File: config.mk
export PLATFORM = sky130hd
export DESIGN_NAME = rd_sched
export DESIGN_NICKNAME = d
export VERILOG_FILES = /design/src/rtl/rd_sched_pkg.sv /design/src/rtl/rr_pick.sv /design/src/rtl/rd_sched.sv
export SDC_FILE = /design/constraint.sdc
export NUM_CORES = 1
export LEC_CHECK = 0
export CAP_MARGIN = 20
export CORE_ASPECT_RATIO = 0.9
export CORE_MARGIN = 3
export CORE_UTILIZATION = 47
export CTS_BUF_LIST = sky130_fd_sc_hd__clkbuf_8 sky130_fd_sc_hd__clkbuf_16
export CTS_CLUSTER_SIZE = 24
export DETAILED_ROUTE_END_ITERATION = 6
export GPL_ROUTABILITY_DRIVEN = 0
export GPL_TIMING_DRIVEN = 0
export HOLD_SLACK_MARGIN = 0.06
export PLACE_DENSITY = 0.91
export SLEW_MARGIN = 20
export SYNTH_ARGS = -nofsm -noshare
export SYNTH_HDL_FRONTEND = slang
export SYNTH_SLANG_ARGS = --single-unit
File: constraint.sdc
create_clock -name clk -period 5.1 [get_ports clk]
set_clock_uncertainty 0.1 [all_clocks]
set_input_delay 0.51 -clock clk [delete_from_list [all_inputs] [get_ports clk]]
set_output_delay 0.51 -clock clk [all_outputs]
set_load 0.03 [all_outputs]
File: src/rtl/rd_sched_pkg.sv
// Shared types and constants for the reorder-bank read scheduler.
// The state register is one-hot; the bit indices name each state's flop.
package rd_sched_pkg;

    localparam int MAX_BANKS  = 8;
    localparam int S_WAIT_BIT = 0;
    localparam int S_READ_BIT = 1;

    typedef enum logic [1:0] {
        S_WAIT = 2'(1 << S_WAIT_BIT),
        S_READ = 2'(1 << S_READ_BIT)
    } state_t;

endpackage

File: src/rtl/rr_pick.sv
// Rotating-priority search: returns the first request at or above base,
// wrapping modulo N and skipping any position set in the exclude mask.
module rr_pick #(
    parameter int  N     = 4,
    localparam int IDX_W = $clog2(N)
) (
    input  logic [N-1:0]     req,
    input  logic [IDX_W-1:0] base,
    input  logic [N-1:0]     excl,
    output logic             found,
    output logic [IDX_W-1:0] idx
);

    localparam logic [IDX_W:0] N_W = (IDX_W+1)'(N);

    logic [IDX_W:0] pos;

    // base < N and k < N, so one conditional subtract is a full modulo
    always_comb begin
        found = 1'b0;
        idx   = '0;
        pos   = '0;
        for (int k = 0; k < N; k++) begin
            pos = {1'b0, base} + (IDX_W+1)'(k);
            if (pos >= N_W) begin
                pos = pos - N_W;
            end
            if (!found && req[pos[IDX_W-1:0]] && !excl[pos[IDX_W-1:0]]) begin
                found = 1'b1;
                idx   = pos[IDX_W-1:0];
            end
        end
    end

endmodule

File: src/rtl/rd_sched.sv
// Read scheduler for a ring of reorder banks: reads each locked bank until
// it drains, pulses its release, then moves to the next bank.
//
//   state  | meaning
//   -------+----------------------------------------------------------
//   S_WAIT | no bank selected; waiting for the expected bank to lock
//   S_READ | reading bank rd_ptr until bank_empty[rd_ptr] is seen
module rd_sched
    import rd_sched_pkg::*;
#(
    parameter int  NUM_BANKS    = 4,
    parameter int  STRICT_ORDER = 1,
    localparam int IDX_W        = $clog2(NUM_BANKS)
) (
    input  logic                 clk,
    input  logic                 rst_n,
    input  logic [NUM_BANKS-1:0] bank_lock,
    input  logic [NUM_BANKS-1:0] bank_empty,
    input  logic                 rd_ready,
    output logic [NUM_BANKS-1:0] bank_rd_sel,
    output logic                 rd_en,
    output logic [IDX_W-1:0]     rd_bank_idx,
    output logic [NUM_BANKS-1:0] bank_release
);

    state_t               state_q, state_d;
    logic [IDX_W-1:0]     rd_ptr_q, rd_ptr_d, ptr_inc;
    logic [NUM_BANKS-1:0] sel_q, rel_q, rel_d, cur_oh;
    logic                 in_read;
    logic                 pick_found;
    logic [IDX_W-1:0]     pick_idx, pick_base;
    logic [NUM_BANKS-1:0] pick_excl;

    assign in_read = (state_q == S_READ);
    assign cur_oh  = NUM_BANKS'(1) << rd_ptr_q;
    assign ptr_inc = (rd_ptr_q == IDX_W'(NUM_BANKS-1)) ? '0 : rd_ptr_q + IDX_W'(1);

    // In WAIT the search starts at rd_ptr; after a drain it starts one past
    // the drained bank and never picks it again.
    assign pick_base = in_read ? ptr_inc : rd_ptr_q;
    assign pick_excl = in_read ? cur_oh : '0;

    rr_pick #(
        .N (NUM_BANKS)
    ) u_pick (
        .req   (bank_lock),
        .base  (pick_base),
        .excl  (pick_excl),
        .found (pick_found),
        .idx   (pick_idx)
    );

    always_comb begin
        state_d  = state_q;
        rd_ptr_d = rd_ptr_q;
        rel_d    = '0;
        case (state_q)
            S_WAIT: begin
                if (STRICT_ORDER != 0) begin
                    if (bank_lock[rd_ptr_q]) begin
                        state_d = S_READ;
                    end
                end else if (pick_found) begin
                    state_d  = S_READ;
                    rd_ptr_d = pick_idx;
                end
            end
            S_READ: begin
                if (bank_empty[rd_ptr_q]) begin
                    rel_d = cur_oh;
                    if (STRICT_ORDER != 0 && bank_lock[ptr_inc]) begin
                        rd_ptr_d = ptr_inc;
                    end else if (STRICT_ORDER == 0 && pick_found) begin
                        rd_ptr_d = pick_idx;
                    end else begin
                        state_d  = S_WAIT;
                        rd_ptr_d = ptr_inc;
                    end
                end
            end
            default: begin
                state_d = S_WAIT;
            end
        endcase
    end

    always_ff @(posedge clk or negedge rst_n) begin
        if (!rst_n) begin
            state_q  <= S_WAIT;
            rd_ptr_q <= '0;
            sel_q    <= '0;
            rel_q    <= '0;
        end else begin
            state_q  <= state_d;
            rd_ptr_q <= rd_ptr_d;
            rel_q    <= rel_d;
            sel_q    <= (state_d == S_READ) ? (NUM_BANKS'(1) << rd_ptr_d) : '0;
        end
    end

    assign bank_rd_sel  = sel_q;
    assign bank_release = rel_q;
    assign rd_bank_idx  = rd_ptr_q;
    assign rd_en        = in_read & rd_ready & ~bank_empty[rd_ptr_q];

endmodule

**Word-level counts from Yosys, hierarchy flattened**

Cells that the tools add are included.

- Mux-type cells: 16
- Bitwise operators: 3
- Add/subtract/negate cells: 1
- Magnitude comparators: 2
- Shift-type cells: 2
- Equality and inequality tests: 4

Operators with widths:

| cell | number |
|---|---|
| 2-bit 2-to-1 mux | 6 |
| 4-bit 2-to-1 mux | 3 |
| 1-bit by 2-bit << shifter with 4-bit output, first input constant | 2 |
| 1-bit binary-select mux with 2-bit select | 3 |
| 2-bit == test, second input constant | 3 |
| 2-bit by 3-bit less-than comparator with 1-bit output, second input constant | 2 |
| 2-bit one-hot mux with 2 select lines | 1 |
| 1-bit 2-to-1 mux | 3 |
| 2-bit by 1-bit adder with 2-bit output, second input constant | 1 |
| 1-bit bitwise AND | 2 |
| 2-bit by 1-bit == test with 1-bit output, second input constant | 1 |
| 1-bit inverter | 1 |

- Output and inout port bits: 11
- Input bits: 11
- Logic and storage cells: 32
- Bits in registers: 12

**Depth between registers and ports, before layout**

- Depth after elaboration: 9
- Gate-level depth with buffers: 7
- Depth with buffers taken out: 7

**Worst setup path after synthesis**

OpenSTA, ideal clock, no wires.

- Path kind: register -> register
- Start: register rd_ptr_q[0] (netlist: rd_bank_idx[0])
- End: register sel_q[1] (netlist: bank_rd_sel[1])
- Cell stages (with the launch flop): 7
- Clock period less this slack: 2,243 ps
- Path slack: 2,857 ps
- Arrival time: 2,007 ps
- Library setup time: 136 ps
- Path buffers: 0
- Required time: 4,864 ps
- Path through: dfrtp_1 -> ha_1 -> nor2_2 -> mux4_2 -> o211a_1 -> o211ai_2 -> nor3b_1

- Cells in the longest elaborated chain, start to end: 9
- Elaborated cells on any way between the ends: 18
- Those cells by class: add/sub: 1; eq/ne: 2; shift: 1; mux: 14

RTL lines:

| item | line | source |
|---|---|---|
| start, declared | rd_sched.sv:27 | `logic [IDX_W-1:0] rd_ptr_q, rd_ptr_d, ptr_inc;` |
| start signal, assigned | rd_sched.sv:95 | `rd_ptr_q <= rd_ptr_d;` |
| 2-bit by 1-bit adder with 2-bit output / 2-bit == test (equally long branches) | rd_sched.sv:36 | `assign ptr_inc = (rd_ptr_q == IDX_W'(NUM_BANKS-1)) ? '0 : rd_ptr_q + IDX_W'(1);` |
| 2-bit 2-to-1 mux | rd_sched.sv:36 |  |
| 1-bit binary-select mux with 2-bit select | rd_sched.sv:71 | `if (STRICT_ORDER != 0 && bank_lock[ptr_inc]) begin` |
| 1-bit 2-to-1 mux (implied by the code) | rd_sched.sv:71 |  |
| 2-bit 2-to-1 mux | rd_sched.sv:71 |  |
| 2-bit 2-to-1 mux | rd_sched.sv:69 | `if (bank_empty[rd_ptr_q]) begin` |
| 2-bit one-hot mux with 2 select lines | rd_sched.sv:57 | `case (state_q)` |
| 2-bit == test | rd_sched.sv:97 | `sel_q <= (state_d == S_READ) ? (NUM_BANKS'(1) << rd_ptr_d) : '0;` |
| 4-bit 2-to-1 mux (*) | rd_sched.sv:97 |  |
| end signal, assigned | rd_sched.sv:97 |  |
| end, declared | rd_sched.sv:28 | `logic [NUM_BANKS-1:0] sel_q, rel_q, rel_d, cur_oh;` |

Every way passes the cells marked *; elsewhere a longest branch is shown, timed or not. The select of a mux whose other input is x is not followed.

**Worst setup path in the final report**

- Start: input bank_empty[3]
- End: output rd_en

- Cells in the longest elaborated chain, start to end: 4

RTL lines:

| item | line | source |
|---|---|---|
| start, declared | rd_sched.sv:18 | `input logic [NUM_BANKS-1:0] bank_empty,` |
| 1-bit binary-select mux with 2-bit select | rd_sched.sv:104 | `assign rd_en = in_read & rd_ready & ~bank_empty[rd_ptr_q];` |
| 1-bit 2-to-1 mux (implied by the code) | rd_sched.sv:104 |  |
| 1-bit inverter | rd_sched.sv:104 |  |
| 1-bit bitwise AND | rd_sched.sv:104 |  |
| end, declared | rd_sched.sv:21 | `output logic rd_en,` |

Every way passes these cells. The select of a mux whose other input is x is not followed.

==> out/metrics.csv <==
metric;value;unit
run status;finished clean;
Port Buf Inserts;21;
Mean Syn Cell Area;11.5;um2
leakage power;0.454;nW
DRC Markers;0;
reg2reg start;rd_bank_idx[0];
Detailed Route Iter0 Violations;5;
Seq/Total Area, Yosys;0.445;
reg2reg setup slack;2840;ps
# nets final;102;
Rows;12;
Post-CTS Setup Bufs;0;
ANT cells;0;
Inst Count DP;94;
RSZ-0062 raised after global routing;no;
synth unique cells;26;
GRT overflow;0;
worst-skew pair later-pin latency;240;ps
Worst Hold Class;primary input to async pin;
hpwl dp;1050;um
CP max FO;4;
WP buf/inv;2;
Max Slew Vio Count;0;
CTS tree;built;
Routed Antenna Nets;0;
WL final;1290;um
Num Clock Sinks;12;
drt first pass iters;4;
Max VDD drop;218;uV
Yosys reg bits;12;
Critical path origin;bank_empty[3];
first-pass GRT wire length;2260;um
CTS H-tree lvls;1;
cell count after synthesis;59;
IO Pins;22;
post-route cell area;961;um2
Slew @ Worst Pin;498;ps
DR vias/cell;5.26;
die area;1940;um2
Synth warnings;0;
hold slack;510;ps
Critical Path Sink Type;output pin;
Critical Path Sink;rd_en;
Inserted Clock Buffers;3;
Required @ worst endpoint;4490;ps
total track usage;0.165;
initial core utilization;0.525;
vias in the first global route;506;
maxcap violations;0;
Clock Path Buffers;2;
WL/cell;13.2;um
startpoint types;primary input;
Die Span Y;42.0;um
placed inst area;906;um2
via count;515;
CTS hold repair buffers;0;
Area growth, synth to finish;41.7;%
layout cells sized above 1;0.167;
initial antenna violation count;0;
clock transition at the registers of the reported paths;50;ps
fillers;95;
Tcrit/Tclk final;0.570;
syn_nets;76;
R2R cell count;6;
post-CTS sizing;0;
slowest stage cell, crit path;clkdlybuf4s50_1;
WP depth;5;
mapped cell area;678;um2
CP arrival;2300;ps
delay-heaviest family, CP;buffers and inverters;
Worst Setup Path Type;primary input to output pin;
root buffer cell;clkbuf_8;
endpoints failing hold;0;
RR Endpoint;bank_rd_sel[1];
core area;1290;um2
Slew headroom;0.667;
most used cell, CP;clkdlybuf4s50_1;
# setup viols final;0;
f_max;344;MHz
Period minus WS final;2910;ps
Critical Path Max Stage Delay;670;ps
pwr dens;459;nW/um2
largest net degree at the start of global routing;13;
TNS Setup;0;ps
worst path cell trace;clkdlybuf4s50_1, mux2_2, mux2i_1, and3_1, clkdlybuf4s50_1;
overall die width;46.0;um
final cell count without fillers;98;
cell usage after synthesis (all sizes together):
library cell,count,share of area
nand2,3,0.017
or2,1,0.0092
nor3b,1,0.011
ha,6,0.11
mux2,3,0.050
o21a,1,0.011
mux4,2,0.072
a21oi,2,0.015
a211oi,1,0.018
a22o,1,0.013
a22oi,1,0.011
dfrtp,11,0.41
a21o,1,0.013
o211a,1,0.015
nor3,2,0.015
inv,5,0.028
dfstp,1,0.039
o22ai,1,0.0092
nor2b,2,0.018
and2,5,0.046
nor2,5,0.031
and3,1,0.0092
o211ai,1,0.018
mux2i,1,0.015
metrics by stage:
step	utilization	worst slack (ps)	power, W
after CTS	0.744	2200	0.000446
after global routing	0.744	2150	0.000478
final	0.744	2190	0.000441
after detailed placement	0.702	2210	0.000342
after floorplan	-	2860	0.000281
after global placement	0.702	2220	0.000335
area by class of cell:
| class | instances | area [um2] | share of cell area |
|---|---|---|---|
| Clock buffer | 4 | 55.1 | 0.0573 |
| Inverter | 5 | 18.8 | 0.0195 |
| Multi-Input combinational cell | 42 | 358 | 0.372 |
| Sequential cell | 12 | 302 | 0.314 |
| Tap cell | 14 | 17.5 | 0.0182 |
| Timing Repair Buffer | 21 | 210 | 0.219 |
logic make-up after synthesis:
logic type	count (synthesis)	synth area share
adder cells (fa/ha/maj)	6	0.111
AND/OR/NAND/NOR	20	0.157
multiplexers	6	0.137
buffers and inverters	5	0.0277
flip-flops	12	0.445
AO/OA/AOI/OAI	10	0.124
worst min path at each step:
| stage | startpoint | endpoint | slack, ps | depth (start not counted) |
|---|---|---|---|---|
| floorplan | rst_n | bank_rd_sel[0] | 110 | 0 |
| global placement | state_q[1] | state_q[1] | 540 | 2 |
| detailed placement | state_q[1] | state_q[1] | 550 | 2 |
| CTS | rst_n | rd_bank_idx[1] | 520 | 1 |
| global route | rst_n | rd_bank_idx[1] | 550 | 1 |
| finish | rst_n | rd_bank_idx[1] | 510 | 1 |
cell usage in the layout (no fill, tap or decap), types with 3 or more instances in the layout:
cell type and n:
ha_1 6, mux2_2 3, inv_1 5, nor2_1 4, and2_1 5, dfrtp_1 11, nand2_1 3, clkbuf_8 4
clkdlybuf4s50_1 21
registers in the layout, summed over array words and instances (netlist names):
name and cells:
bank_rd_sel 4, bank_release 4, rd_bank_idx 2, state_q 2
worst reg2reg max path, cell delays in order, from the launching register on:
cell and delay, ps:
dfrtp_1 500, ha_1 270, nor2_2 150, mux4_2 530, o211a_1 260, o211ai_2 240
nor3b_1 80
routing by layer:
layer | track usage | part of all wire
met4 | 0.0852 | 0.011
met2 | 0.234 | 0.48
met3 | 0.0386 | 0.055
met1 | 0.229 | 0.45
met5 | 0 | 0
power by group:
group	total [W]	switching, W	internal, W
clock	0.000101	0.0000326	0.0000680
combinational	0.000198	0.000105	0.0000931
sequential	0.000142	0.0000252	0.000117
total	0.000441	0.000163	0.000278
(Power assumes the default switching activity.)
